### src/rtl/urv_div_sched_pkg.sv
// Shared definitions for the execute-stage divider scheduler.
// Function codes, FSM encoding and special-case result constants.
package urv_div_sched_pkg;

  localparam logic [2:0] FUNC_DIV  = 3'd4;
  localparam logic [2:0] FUNC_DIVU = 3'd5;
  localparam logic [2:0] FUNC_REM  = 3'd6;
  localparam logic [2:0] FUNC_REMU = 3'd7;

  localparam logic [31:0] ALL_ONES = 32'hFFFF_FFFF;
  localparam logic [31:0] INT_MIN  = 32'h8000_0000;

  typedef enum logic [1:0] {
    S_IDLE  = 2'd0,
    S_ISSUE = 2'd1,
    S_WAIT  = 2'd2,
    S_RESP  = 2'd3
  } state_e;

endpackage

### src/rtl/urv_div_result_cache.sv
// Single-entry quotient/remainder cache keyed on operands and signedness.
// A hit returns q or r so DIV/REM pairs share one divider run.
module urv_div_result_cache (
  input  logic        clk_i,
  input  logic        rst_i,
  input  logic        wr_i,
  input  logic        inv_i,
  input  logic [31:0] wr_rs1_i,
  input  logic [31:0] wr_rs2_i,
  input  logic        wr_signed_i,
  input  logic [31:0] wr_q_i,
  input  logic [31:0] wr_r_i,
  input  logic [31:0] rd_rs1_i,
  input  logic [31:0] rd_rs2_i,
  input  logic        rd_signed_i,
  input  logic        rd_rem_i,
  output logic        hit_o,
  output logic [31:0] data_o
);

  logic        vld_q;
  logic        sgn_q;
  logic [31:0] rs1_q;
  logic [31:0] rs2_q;
  logic [31:0] q_q;
  logic [31:0] r_q;

  always_ff @(posedge clk_i or negedge rst_i) begin
    if (!rst_i) begin
      vld_q <= 1'b0;
      sgn_q <= 1'b0;
      rs1_q <= '0;
      rs2_q <= '0;
      q_q   <= '0;
      r_q   <= '0;
    end else if (inv_i) begin
      vld_q <= 1'b0;
    end else if (wr_i) begin
      vld_q <= 1'b1;
      sgn_q <= wr_signed_i;
      rs1_q <= wr_rs1_i;
      rs2_q <= wr_rs2_i;
      q_q   <= wr_q_i;
      r_q   <= wr_r_i;
    end
  end

  assign hit_o = vld_q
              && (rs1_q == rd_rs1_i)
              && (rs2_q == rd_rs2_i)
              && (sgn_q == rd_signed_i);

  assign data_o = rd_rem_i ? r_q : q_q;

endmodule

### src/rtl/urv_div_sched.sv
// Execute-stage controller for the shared iterative divider.
// Define URV_DIV_FASTPATH_EN to resolve div-by-zero/overflow in IDLE.
module urv_div_sched
  import urv_div_sched_pkg::*;
#(
  parameter int DIV_TIMEOUT = 63
) (
  input  logic        clk_i,
  input  logic        rst_i,
  input  logic        x_valid_i,
  input  logic        x_is_divide_i,
  input  logic [2:0]  x_fun_i,
  input  logic [31:0] x_rs1_i,
  input  logic [31:0] x_rs2_i,
  input  logic        x_stall_i,
  input  logic        x_kill_i,
  output logic        x_stall_req_o,
  output logic [31:0] x_rd_o,
  output logic        x_rd_valid_o,
  output logic        div_start_o,
  output logic        div_abort_o,
  output logic        div_signed_o,
  output logic [31:0] div_rs1_o,
  output logic [31:0] div_rs2_o,
  input  logic        div_done_i,
  input  logic [31:0] div_q_i,
  input  logic [31:0] div_r_i
);

  localparam logic [15:0] TLIM = 16'(DIV_TIMEOUT - 1);

  state_e      state_q;
  state_e      state_d;
  logic        req;
  logic        sgn;
  logic        rem;
  logic        hit;
  logic [31:0] hit_data;
  logic [31:0] rs1_q;
  logic [31:0] rs2_q;
  logic        sgn_q;
  logic        rem_q;
  logic [31:0] rd_d;
  logic        rd_ld;
  logic        lat;
  logic        c_wr;
  logic [15:0] cnt_q;
  logic        tmo;
  logic        fast;
  logic [31:0] fast_val;
  logic        unused_fun;

  assign req = x_valid_i & x_is_divide_i & ~x_kill_i;
  assign sgn = ~x_fun_i[0];
  assign rem = x_fun_i[1];
  assign unused_fun = x_fun_i[2];

`ifdef URV_DIV_FASTPATH_EN
  logic fz;
  logic fo;

  assign fz   = (x_rs2_i == '0);
  assign fo   = sgn && (x_rs1_i == INT_MIN) && (x_rs2_i == ALL_ONES);
  assign fast = fz | fo;

  always_comb begin
    fast_val = '0;
    if (fz) fast_val = rem ? x_rs1_i : ALL_ONES;
    else    fast_val = rem ? '0 : INT_MIN;
  end
`else
  assign fast     = 1'b0;
  assign fast_val = '0;
`endif

  // Done in the expiry cycle wins over the watchdog.
  assign tmo = (DIV_TIMEOUT != 0)
            && (state_q == S_WAIT)
            && (cnt_q == TLIM)
            && !div_done_i;

  urv_div_result_cache u_cache (
    .clk_i       (clk_i),
    .rst_i       (rst_i),
    .wr_i        (c_wr),
    .inv_i       (1'b0),
    .wr_rs1_i    (rs1_q),
    .wr_rs2_i    (rs2_q),
    .wr_signed_i (sgn_q),
    .wr_q_i      (div_q_i),
    .wr_r_i      (div_r_i),
    .rd_rs1_i    (x_rs1_i),
    .rd_rs2_i    (x_rs2_i),
    .rd_signed_i (sgn),
    .rd_rem_i    (rem),
    .hit_o       (hit),
    .data_o      (hit_data)
  );

  always_comb begin
    state_d       = state_q;
    rd_d          = x_rd_o;
    rd_ld         = 1'b0;
    lat           = 1'b0;
    c_wr          = 1'b0;
    x_stall_req_o = 1'b0;
    x_rd_valid_o  = 1'b0;
    div_start_o   = 1'b0;
    div_abort_o   = 1'b0;
    unique case (state_q)
      S_IDLE: begin
        x_stall_req_o = req;
        if (req) begin
          if (fast) begin
            state_d = S_RESP;
            rd_d    = fast_val;
            rd_ld   = 1'b1;
          end else if (hit) begin
            state_d = S_RESP;
            rd_d    = hit_data;
            rd_ld   = 1'b1;
          end else begin
            state_d = S_ISSUE;
            lat     = 1'b1;
          end
        end
      end
      S_ISSUE: begin
        x_stall_req_o = 1'b1;
        if (x_kill_i) begin
          div_abort_o = 1'b1;
          state_d     = S_IDLE;
        end else begin
          div_start_o = 1'b1;
          state_d     = S_WAIT;
        end
      end
      S_WAIT: begin
        x_stall_req_o = 1'b1;
        if (x_kill_i) begin
          div_abort_o = 1'b1;
          state_d     = S_IDLE;
        end else if (div_done_i) begin
          rd_d    = rem_q ? div_r_i : div_q_i;
          rd_ld   = 1'b1;
          c_wr    = 1'b1;
          state_d = S_RESP;
        end else if (tmo) begin
          div_abort_o = 1'b1;
          rd_d        = '0;
          rd_ld       = 1'b1;
          state_d     = S_RESP;
        end
      end
      S_RESP: begin
        x_rd_valid_o = 1'b1;
        if (x_kill_i || !x_stall_i) state_d = S_IDLE;
      end
      default: state_d = S_IDLE;
    endcase
  end

  always_ff @(posedge clk_i or negedge rst_i) begin
    if (!rst_i) begin
      state_q <= S_IDLE;
      rs1_q   <= '0;
      rs2_q   <= '0;
      sgn_q   <= 1'b0;
      rem_q   <= 1'b0;
      x_rd_o  <= '0;
      cnt_q   <= '0;
    end else begin
      state_q <= state_d;
      if (lat) begin
        rs1_q <= x_rs1_i;
        rs2_q <= x_rs2_i;
        sgn_q <= sgn;
        rem_q <= rem;
      end
      if (rd_ld) x_rd_o <= rd_d;
      if (state_q == S_ISSUE)     cnt_q <= '0;
      else if (state_q == S_WAIT) cnt_q <= cnt_q + 16'd1;
    end
  end

  assign div_signed_o = sgn_q;
  assign div_rs1_o    = rs1_q;
  assign div_rs2_o    = rs2_q;

endmodule
### config.mk
export PLATFORM = sky130hd
export DESIGN_NAME = urv_div_sched
export DESIGN_NICKNAME = d
export VERILOG_FILES = /design/src/rtl/urv_div_sched_pkg.sv /design/src/rtl/urv_div_result_cache.sv /design/src/rtl/urv_div_sched.sv
export SDC_FILE = /design/constraint.sdc
export NUM_CORES = 1
export LEC_CHECK = 0
export ABC_AREA = 0
export CORE_MARGIN = 4
export CORE_UTILIZATION = 52
export DETAILED_ROUTE_END_ITERATION = 16
export DONT_BUFFER_PORTS = 1
export PLACE_DENSITY = 0.78
export SYNTH_ARGS = -nofsm -noshare
export SYNTH_HDL_FRONTEND = slang
export SYNTH_SLANG_ARGS = --single-unit
### constraint.sdc
create_clock -name clk_i -period 2.1 [get_ports clk_i]
set_input_delay 0.105 -clock clk_i [delete_from_list [all_inputs] [get_ports clk_i]]
set_output_delay 0.105 -clock clk_i [all_outputs]
set_load 0.005 [all_outputs]
==> summary.md, run 1 <==
| Metric | Value |
|---|---|
| Tot GR Track Use | `0.229` |
| Hold Vio Cnt, Final | `246` |
| Cell row count | `53` |
| Worst Path Class, Setup | `reg2reg` |
| Worst Max-Slew Pin Slew | `0.657 ns` |
| Final nets | `1129` |
| FMAX | `408 MHz` |
| Vias/cell | `5.68` |
| Hold WS | `-0.719 ns` |
| P per Cell Area | `1360 nW/µm²` |
| Worst-path clk slew | `around 0.06 ns` |
| RSZ-0062 raised after global routing | `yes` |
| Synth Instances | `802` |
| Die height | `155 µm` |
| First-pass GRT wire length | `44700 µm` |
| CTS sink count | `roughly 250` |
| CP peak stage delay | `approximately 0.35 ns` |
| Period minus WS final | `2.45 ns` |
| Pin count of the biggest net entering global routing | `approximately 250` |
| Core Util, Final | `0.692` |
| FF/Latch Area | `6160 µm²` |
| Lkg Pwr | `6.70 nW` |
| Synth warn | `0` |
| Placer Congestion | `0.760` |
| Initial antenna violation count | `0` |
| Root Buffer | `clkbuf_16` |
| CP startpoint kind | `flip-flop` |
| Clk_skew | `0.0235 ns` |
| Initial Utilization | `0.531` |
| Yosys reg bits | `246` |
| Footprint of the multi-input gates | `5160 µm²` |
| Outcome | `finished, violations left` |
| DP HPWL | `16800 µm` |
| Failing checks | `negative hold slack, negative setup slack` |
| Max-slew headroom | `0.562` |
| Diode count | `0` |
| CP Data Required Time | `2.51 ns` |
| Maxcap violations | `0` |
| Clock latency on the worst-skew pair | `0.53 ns` |
| CP Capture Type | `flip-flop` |
| Dpl cells | `1091` |
| Post-Syn Area | `11200 µm²` |
| Fill cells | `between 1000 and 1500` |
| Final setup violation count | `99` |
| Wirelength, routed | `29500 µm` |
| Critical-path top delay cell | `dfrtp_1` |
| Hold_buf cts | `133` |
| Final Power | `0.0199 W` |
| Seq/Total Area, Yosys | `0.548` |
| Worst setup margin | `-0.350 ns` |
| Routed wire length per instance | `23.1 µm` |
| Die Area | `24000 µm²` |
| Num CTS Buffers | `27` |
| Syn_nets | `946` |
| # DRC | `0` |
| CTS max path bufs | `3` |
| Worst EP arrival | `between 2 and 3 ns` |
| Final Cycle Share | `1.17` |
| H-tree depth | `1` |
| Synth cell types | `43` |
| VDD IR max | `0.000968 V` |
| Grt total ovfl | `0` |
| Worst Path Max Fanout | `7` |
| Max-slew violation count | `0` |
| Port bufs | `0` |
| # IOs | `between 200 and 250` |
| CP cell instances | `inv_1 > a221o_1 > nor4_1 > buf_4 > nand4_1 > buf_6 > o21ai_4 > buf_12 > clkbuf_16 > mux2_2` |
| Worst Hold Class | `in2async` |
| Share of post-route cells with drive strength above 1 | `0.344` |
| Initial DRC Count | `307` |
| Syn-to-layout area delta | `30.2%` |
| DRT Pass-1 Iters | `4` |
| Avg Inst Size Synth | `14.0 µm²` |
| Die Wd | `roughly 150 µm` |
| Finished Layout Cells | `roughly 1300` |
| Vias in the first global route | `8035` |
| ANT nets after route | `0` |
| Vias | `between 7000 and 8000` |
| Core area | `roughly 21000 µm²` |
| CTS tree | `built` |
[registers in the layout, summed over array words and instances, names as in the netlist, 2 cells and up]
register       cells
u_cache.rs2_q     32
div_rs2_o         32
u_cache.q_q       32
x_rd_o            32
cnt_q             16
state_q            2
u_cache.rs1_q     32
u_cache.r_q       32
div_rs1_o         32
[stage by stage]
stage | instance area, µm² | setup slack [ns] | setup TNS (ns)
global placement | 12000 | -0.501 | -40.38
floorplan | 11200 | -0.0269 | -0.808
finish | 14600 | -0.350 | -30.10
global route | 14600 | -0.485 | -43.42
CTS | 14300 | -0.323 | -24.39
detailed placement | 12000 | -0.513 | -41.11
[cell families after synthesis]
family,share of synthesized area
simple gates,0.0381
compound gates,0.0332
buf+inv,0.0226
mux,0.294
fa+ha+maj,0.00668
flops,0.548
xor+xnor,0.0569
[final timing paths]
path / from / end / slack [ns] / depth (start not counted)
worst max-delay path: u_cache.rs2_q[5] / div_rs2_o[1] / -0.35 / 10
min in group clk_i: x_fun_i[1] / rem_q / 0.04 / 2
worst min-delay path: rst_i / u_cache.r_q[14] / -0.72 / 0
worst min register to register: u_cache.vld_q / u_cache.vld_q / 0.48 / 1
worst max register to register: u_cache.rs2_q[5] / div_rs2_o[1] / -0.35 / 10
max in group asynchronous: rst_i / cnt_q[12] / 2.25 / 0
[layout make-up]
class,count,share of cell area
clock buffer,37,0.0515
timing repair buffer,194,0.141
multi-input combinational,505,0.353
inverter,11,0.00282
sequential,246,0.421
clock inverter,11,0.00804
tap,275,0.0235
[layout by cell type, fill, tap and decap left out, drive strengths merged, types with 9 or more instances in the layout]
cell,instances
dfrtp,246
mux2,225
dlygate4sd3,132
mux2i,66
buf,59
xnor2,54
clkbuf,40
o22ai,33
xor2,19
nor2,19
nand4,16
inv,12
o21ai,10
nand3,9
nor4,9
[power by group]
group | leakage [nW] | switching, W | internal, W | total (W)
combinational | 3.25 | 0.00242 | 0.00402 | 0.00644
sequential | 3.03 | 0.00194 | 0.00694 | 0.00888
clock | 0.425 | 0.00187 | 0.00275 | 0.00462
[synthesized netlist by cell type, drive strengths merged]
master   instances  area, µm²
nand4b           1       8.76
xnor2           54        473
nor4b            1       8.76
or4              1       11.3
o31ai            2       28.8
nand3            9       50.1
mux2           225       2650
inv             11       41.3
o21a             3       22.5
o21ai           10       53.8
a21boi           1       7.51
nor3             3       15.0
nand3b           2       15.0
a21oi            4       20.0
o22a             1       8.76
a221o            1       10.0
o2bb2ai          1       8.76
or3              2       12.5
a31oi            1       6.26
and2             1       6.26
nand4           16        100
nor4             9       56.3
clkbuf          19       71.3
nand2b           3       18.8
xor2            19        166
o22ai           33        206
nor2b            3       18.8
nor2            19       71.3
nand2            6       22.5
ha               6       75.1
dfrtp          246       6160
and3             2       12.5
buf             21        141
mux2i           66        661
[layer usage]
layer / GRT usage / up-vias / wire [µm]
met5: 0 / - / 0
met4: 0.0479 / 0 / 644
met3: 0.0729 / 52 / 2340
met2: 0.392 / 256 / 14800
met1: 0.288 / 3699 / 11700
li1: - / 3262 / -
[critical path: cells and delay by family, from the launching register on]
kind,cells,cell delay (ns)
AND/OR/NAND/NOR,2,0.31
AO/OA/AOI/OAI,2,0.58
multiplexers,1,0.33
buffers and inverters,5,0.77
flip-flops,1,0.35
[repair_timing]
item                                    CTS  global route
setup buffers                             4             1
endpoints found under the hold margin   408           246
pin swaps                                 4             3
resized for setup                        11            74
gates cloned                              0             3
endpoints found under the setup margin  100           102
(Power assumes the default switching activity.)
==> inputs of run 2 (changes only) <==
--- a/config.mk
+++ b/config.mk
@@ -11,6 +11,7 @@
 export DETAILED_ROUTE_END_ITERATION = 16
 export DONT_BUFFER_PORTS = 1
 export PLACE_DENSITY = 0.78
+export SETUP_SLACK_MARGIN = 0.3
 export SYNTH_ARGS = -nofsm -noshare
 export SYNTH_HDL_FRONTEND = slang
 export SYNTH_SLANG_ARGS = --single-unit
==> summary.md, run 2 (synthesis results as in run 1) <==
| Metric | Value |
|---|---|
| Die Wd | `155 µm (unchanged)` |
| CP startpoint kind | `flip-flop` |
| CP cell instances | `xnor2_1 > nand4_1 > nor4_2 > buf_4 > nand4_1 > buf_6 > o21ai_4 > buf_12 > buf_12 > buf_16 > mux2_4` |
| P per Cell Area | `1340 nW/µm² (-1.5%)` |
| Die height | `155 µm (unchanged)` |
| Worst EP arrival | `2.92 ns (+0.06 ns)` |
| Kind of cell adding the most delay to the critical path | `buffers and inverters` |
| Initial DRC Count | `434 (+41%)` |
| VDD IR max | `0.00106 V (+9.1%)` |
| Outcome | `finished, violations left` |
| First-pass GRT wire length | `50000 µm (+12%)` |
| Hold WS | `-0.726 ns (-0.00692 ns)` |
| DRT Pass-1 Iters | `5 (+1)` |
| Pin count of the biggest net entering global routing | `247 (unchanged)` |
| # DRC | `0 (unchanged)` |
| # IOs | `239 (unchanged)` |
| Placer Congestion | `0.781 (+2.9%)` |
| Hold Vio Cnt, Final | `247 (+0.41%)` |
| Wirelength, routed | `35700 µm (+21%)` |
| CTS max path bufs | `3 (unchanged)` |
| Worst Path Class, Setup | `reg2reg` |
| Share of post-route cells with drive strength above 1 | `0.403 (+0.0590)` |
| ANT nets after route | `0 (unchanged)` |
| Vias in the first global route | `8661 (+7.8%)` |
| Worst setup margin | `-0.416 ns (-0.0656 ns)` |
| Clock latency on the worst-skew pair | `0.53 ns (about the same)` |
| Vias/cell | `5.88 (+3.4%)` |
| Clk_skew | `0.0129 ns (-0.0106 ns)` |
| Period minus WS final | `2.52 ns (+0.0656 ns)` |
| Root Buffer | `clkbuf_16` |
| Launching point of the worst reg2reg path | `u_cache.rs1_q[29]` |
| Failing checks | `negative hold slack, negative setup slack` |
| Grt total ovfl | `0 (unchanged)` |
| Worst Path Max Fanout | `7 (unchanged)` |
| Cell row count | `53 (unchanged)` |
| Final nets | `1192 (+5.6%)` |
| CTS tree | `built` |
| CP Capture Type | `flip-flop` |
| Num CTS Buffers | `27 (unchanged)` |
| CP Data Required Time | `2.51 ns (about the same)` |
| H-tree depth | `1 (unchanged)` |
| Lkg Pwr | `7.79 nW (+16%)` |
| Port bufs | `0 (unchanged)` |
| Initial Utilization | `0.531 (unchanged)` |
| Buf/Inv on CP | `5 (unchanged)` |
| FMAX | `397 MHz (-2.6%)` |
| DP HPWL | `18100 µm (+7.4%)` |
| Max-slew headroom | `0.683 (+0.122)` |
| Final setup violation count | `100 (+1.0%)` |
| Core area | `21200 µm² (unchanged)` |
| Crit path from | `u_cache.rs1_q[29]` |
| Critical-path top delay cell | `dfrtp_1` |
| RSZ-0062 raised after global routing | `yes` |
| Vias | `7900 (+8.7%)` |
| Max-slew violation count | `0 (unchanged)` |
| Routed wire length per instance | `26.6 µm (+15%)` |
| Tot GR Track Use | `0.261 (+0.0318)` |
| Maxcap violations | `0 (unchanged)` |
| Most common cell after layout, fill and taps aside | `dfrtp_1` |
| Initial antenna violation count | `1 (+1)` |
| Commonest cells after routing, fill and taps aside | `245 x dfrtp_1, 209 x mux2_4, 133 x dlygate4sd3_1` |
| Core Util, Final | `0.762 (+0.0704)` |
| CP peak stage delay | `0.41 ns (+0.06 ns)` |
| CTS sink count | `246 (unchanged)` |
| Syn-to-layout area delta | `43.5%` |
| Die Area | `24000 µm² (unchanged)` |
| Worst Max-Slew Pin Slew | `0.475 ns (-0.183 ns)` |
| Worst Hold Class | `in2async` |
| Fin Setup TNS | `-34.96 ns (-4.87 ns)` |
| Worst-path clk slew | `0.06 ns (about the same)` |
| Final Cycle Share | `1.20 (+0.0312)` |
## run 2: final cells by class
cell class | instances | area (µm²)
Antenna cell | 1 | 2.50
Clock buffer | 34 | 732
Clock inverter | 15 | 93.8
Fill cell | 1184 | 5040
Inverter | 11 | 48.8
Multi-Input combinational cell | 505 | 5730
Sequential cell | 246 | 6160
Tap cell | 275 | 344
Timing Repair Buffer | 257 | 3010
## run 2: worst reg2reg max path, cell delays in order, from the launching register on
cell and delay (ns):
dfrtp_1 0.41, xnor2_1 0.22, nand4_1 0.13, nor4_2 0.27, buf_4 0.15, nand4_1 0.10
buf_6 0.16, o21ai_4 0.21, buf_12 0.19, buf_12 0.13, buf_16 0.13, mux2_4 0.30
## run 2: where the power goes
part / switching (W) / internal [W] / total [W]
registers: 0.00213 / 0.00694 / 0.00908
logic: 0.00293 / 0.00520 / 0.00814
clock network: 0.00196 / 0.00248 / 0.00444
## run 2: timing repair
item	in CTS	in global routing
gates resized for setup	82	151
pin swaps	20	26
buffers inserted	23	17
hold endpoints to repair	405	247
setup endpoints to repair	191	221
cloned	9	9
hold buffers	133	1
## run 2: path summary, 6_finish.rpt
check	to	slack, ns	cells past startpoint
min	u_cache.r_q[16]	-0.73	0
min reg2reg	u_cache.vld_q	0.47	1
max reg2reg	div_rs2_o[18]	-0.42	11
max	div_rs2_o[18]	-0.42	11
min in group clk_i	x_rd_o[10]	0	3
max in group asynchronous	div_rs2_o[10]	2.40	0
## run 2: routing by layer
layer | track usage | part of all wire
met5 | 0 | 0
met3 | 0.0765 | 0.083
met4 | 0.0698 | 0.030
met2 | 0.454 | 0.51
met1 | 0.318 | 0.37
## run 2: through the flow
stage | setup WS (ns) | instances | area (µm²) | power, W
2_1_floorplan | -0.0269 | 802 | 11500 | 0.0130
3_3_place_gp | -0.571 | 1102 | 12200 | 0.0144
3_5_place_dp | -0.592 | 1102 | 12200 | 0.0147
4_1_cts | -0.416 | 1316 | 15200 | 0.0200
5_1_grt | -0.566 | 1344 | 16100 | 0.0227
6_report | -0.416 | 1344 | 16100 | 0.0217
==> inputs of run 3 (changes only) <==
--- a/config.mk
+++ b/config.mk
@@ -11,6 +11,7 @@
 export DETAILED_ROUTE_END_ITERATION = 16
 export DONT_BUFFER_PORTS = 1
 export PLACE_DENSITY = 0.78
+export REMOVE_ABC_BUFFERS = 1
 export SETUP_SLACK_MARGIN = 0.3
 export SYNTH_ARGS = -nofsm -noshare
 export SYNTH_HDL_FRONTEND = slang
==> summary.md, run 3 (synthesis results as in run 1) <==
| Metric | Value |
|---|---|
| FF/Latch Area | `6160 µm² (unchanged)` |
| ANT nets after route | `0 (unchanged)` |
| CP Capture Type | `flip-flop` |
| Crit path from | `u_cache.rs1_q[24]` |
| CP cell instances | `xnor2_1 > nand4_1 > nor4_2 > buf_4 > nand4_1 > buf_6 > o31ai_4 > buf_4 > clkbuf_16 > mux2_4` |
| Placement Setup Slack | `-0.521 ns (+0.0714 ns)` |
| Hold WS | `-0.713 ns (+0.0128 ns)` |
| Core Util, Final | `0.750 (-0.0116)` |
| Period minus WS final | `2.63 ns (+0.111 ns)` |
| # IOs | `239 (unchanged)` |
| Root Buffer | `clkbuf_16` |
| P per Cell Area | `1350 nW/µm² (+0.39%)` |
| Diode count | `0 (-1)` |
| Worst Hold Class | `in2async` |
| Footprint of the multi-input gates | `5730 µm² (about the same)` |
| CP peak stage delay | `0.40 ns (about the same)` |
| Sw frac | `0.318 (-0.00617)` |
| Num CTS Buffers | `26 (-3.7%)` |
| Placer Congestion | `0.774 (-0.93%)` |
| Maxcap violations | `0 (unchanged)` |
| Final nets | `1171 (-1.8%)` |
| FMAX | `381 MHz (-4.2%)` |
| Grt total ovfl | `0 (unchanged)` |
| RSZ-0062 raised after global routing | `yes` |
| Max-slew headroom | `0.585 (-0.0980)` |
| Lkg Pwr | `7.66 nW (-1.7%)` |
| Clk_skew | `0.0179 ns (+0.00499 ns)` |
| CTS tree | `built` |
| Cell row count | `53 (unchanged)` |
| Clock latency on the worst-skew pair | `0.52 ns (about the same)` |
| Vias/cell | `5.89 (+0.22%)` |
| First-pass GRT wire length | `50400 µm (+0.90%)` |
| Outcome | `finished, violations left` |
| CP Data Required Time | `2.49 ns (-0.02 ns)` |
| Hold_buf cts | `133 (unchanged)` |
| Initial Utilization | `0.531 (unchanged)` |
| Failing checks | `negative hold slack, negative setup slack` |
| Most common cell after layout, fill and taps aside | `dfrtp_1` |
| Worst Max-Slew Pin Slew | `0.622 ns (+0.147 ns)` |
| Int Pwr | `0.0146 W (-0.23%)` |
| RR Endpoint | `x_rd_o[1]` |
| Worst Path Max Fanout | `8 (+1)` |
| DRT Pass-1 Iters | `5 (unchanged)` |
| Worst-path clk slew | `0.06 ns (about the same)` |
| Tot GR Track Use | `0.263 (+0.00219)` |
| Routed wire length per instance | `26.2 µm (-1.4%)` |
| Worst EP arrival | `3.02 ns (+0.10 ns)` |
| Worst Reg2Reg Path Length in Cells | `10 (-1)` |
| CTS max path bufs | `3 (unchanged)` |
| H-tree depth | `1 (unchanged)` |
| Die Wd | `155 µm (unchanged)` |
| Final Power | `0.0214 W (-1.1%)` |
| # DRC | `0 (unchanged)` |
| Wirelength, routed | `34500 µm (-3.3%)` |
| VDD IR max | `0.00114 V (+7.8%)` |
| Max-slew violation count | `0 (unchanged)` |
| Core area | `21200 µm² (unchanged)` |
| Final Cycle Share | `1.25 (+0.0529)` |
| Net switching power | `0.00681 W (-3.0%)` |
| Final setup violation count | `99 (-1.0%)` |
| Clock power share | `0.205 (about the same)` |
| Commonest cells after routing, fill and taps aside | `245 x dfrtp_1, 212 x mux2_4, 132 x dlygate4sd3_1` |
| Flop pwr share | `0.425 (+0.006)` |
| Combinational Power Share | `0.371 (-0.005)` |
| Pin count of the biggest net entering global routing | `247 (unchanged)` |
| Die Area | `24000 µm² (unchanged)` |
| DP HPWL | `16400 µm (-9.1%)` |
| Die height | `155 µm (unchanged)` |
| Share of post-route cells with drive strength above 1 | `0.384 (-0.0187)` |
| Syn-to-layout area delta | `41.3%` |
| Initial DRC Count | `352 (-19%)` |
| Initial antenna violation count | `0 (-1)` |
| R2R Setup Slk | `-0.53 ns (-0.11 ns)` |
| Worst setup margin | `-0.527 ns (-0.111 ns)` |
| Critical-path top delay cell | `dfrtp_1` |
| Vias | `7758 (-1.8%)` |
| Worst Path Class, Setup | `reg2reg` |
| Port bufs | `0 (unchanged)` |
| CTS sink count | `246 (unchanged)` |
| Fill cells | `1166 (-1.5%)` |
| Launching point of the worst reg2reg path | `u_cache.rs1_q[24]` |
| Vias in the first global route | `8615 (-0.53%)` |
| CP startpoint kind | `flip-flop` |
| Hold Vio Cnt, Final | `246 (-0.40%)` |
## run 3: worst max-delay path by stage
stage | endpoint | depth (start not counted) | slack, ns
global placement | x_rd_o[31] | 9 | -0.52
CTS | x_rd_o[8] | 10 | -0.43
floorplan | u_cache.q_q[0] | 4 | -3.72
detailed placement | x_rd_o[31] | 9 | -0.52
finish | x_rd_o[1] | 10 | -0.53
global route | div_rs1_o[4] | 10 | -0.61
## run 3: worst max-delay path: cells and delay by family, from the launching register on
kind | cells | cell delay, ns
flip-flops | 1 | 0.40
AND/OR/NAND/NOR | 3 | 0.66
multiplexers | 1 | 0.32
buffers and inverters | 4 | 0.71
XOR/XNOR | 1 | 0.23
AO/OA/AOI/OAI | 1 | 0.18
## run 3: power groups by stage
| stage | logic (W) | registers (W) | clock network (W) |
|---|---|---|---|
| finish | 0.00794 | 0.00909 | 0.00438 |
| global route | 0.00839 | 0.00935 | 0.00463 |
| CTS | 0.00718 | 0.00886 | 0.00438 |
| detailed placement | 0.00533 | 0.00881 | 0 |
| global placement | 0.00514 | 0.00870 | 0 |
| floorplan | 0.00434 | 0.00826 | 0 |
## run 3: final cells by class
| cell class | instances | area share |
|---|---|---|
| inverters | 11 | 0.00307 |
| flip-flops and latches | 246 | 0.388 |
| clock inverters | 5 | 0.00158 |
| well taps | 275 | 0.0217 |
| clock buffers | 38 | 0.0483 |
| repair buffers | 237 | 0.177 |
| multi-input cells | 505 | 0.361 |
## run 3: repair_timing
item                                    CTS  global route
cloned                                   11             5
buffers inserted                         27             5
endpoints found under the setup margin  214           238
endpoints found under the hold margin   403           246
resized for setup                       211            67
pin swaps                                 9            16
## run 3: per-stage QoR
stage	cell area, µm²	std cells	setup TNS, ns
after floorplan	11000	762	-707.88
after CTS	15400	1307	-36.69
after global routing	15900	1317	-54.45
final	15900	1317	-45.03
after global placement	11900	1093	-43.21
after detailed placement	11900	1093	-40.74
## run 3: metal layers
| layer | vias to the layer above | track usage | part of all wire |
|---|---|---|---|
| met1 | 4032 | 0.318 | 0.39 |
| met4 | 0 | 0.0622 | 0.022 |
| met3 | 64 | 0.0851 | 0.080 |
| met2 | 334 | 0.459 | 0.51 |
| li1 | 3328 | - | - |
| met5 | - | 0 | 0 |
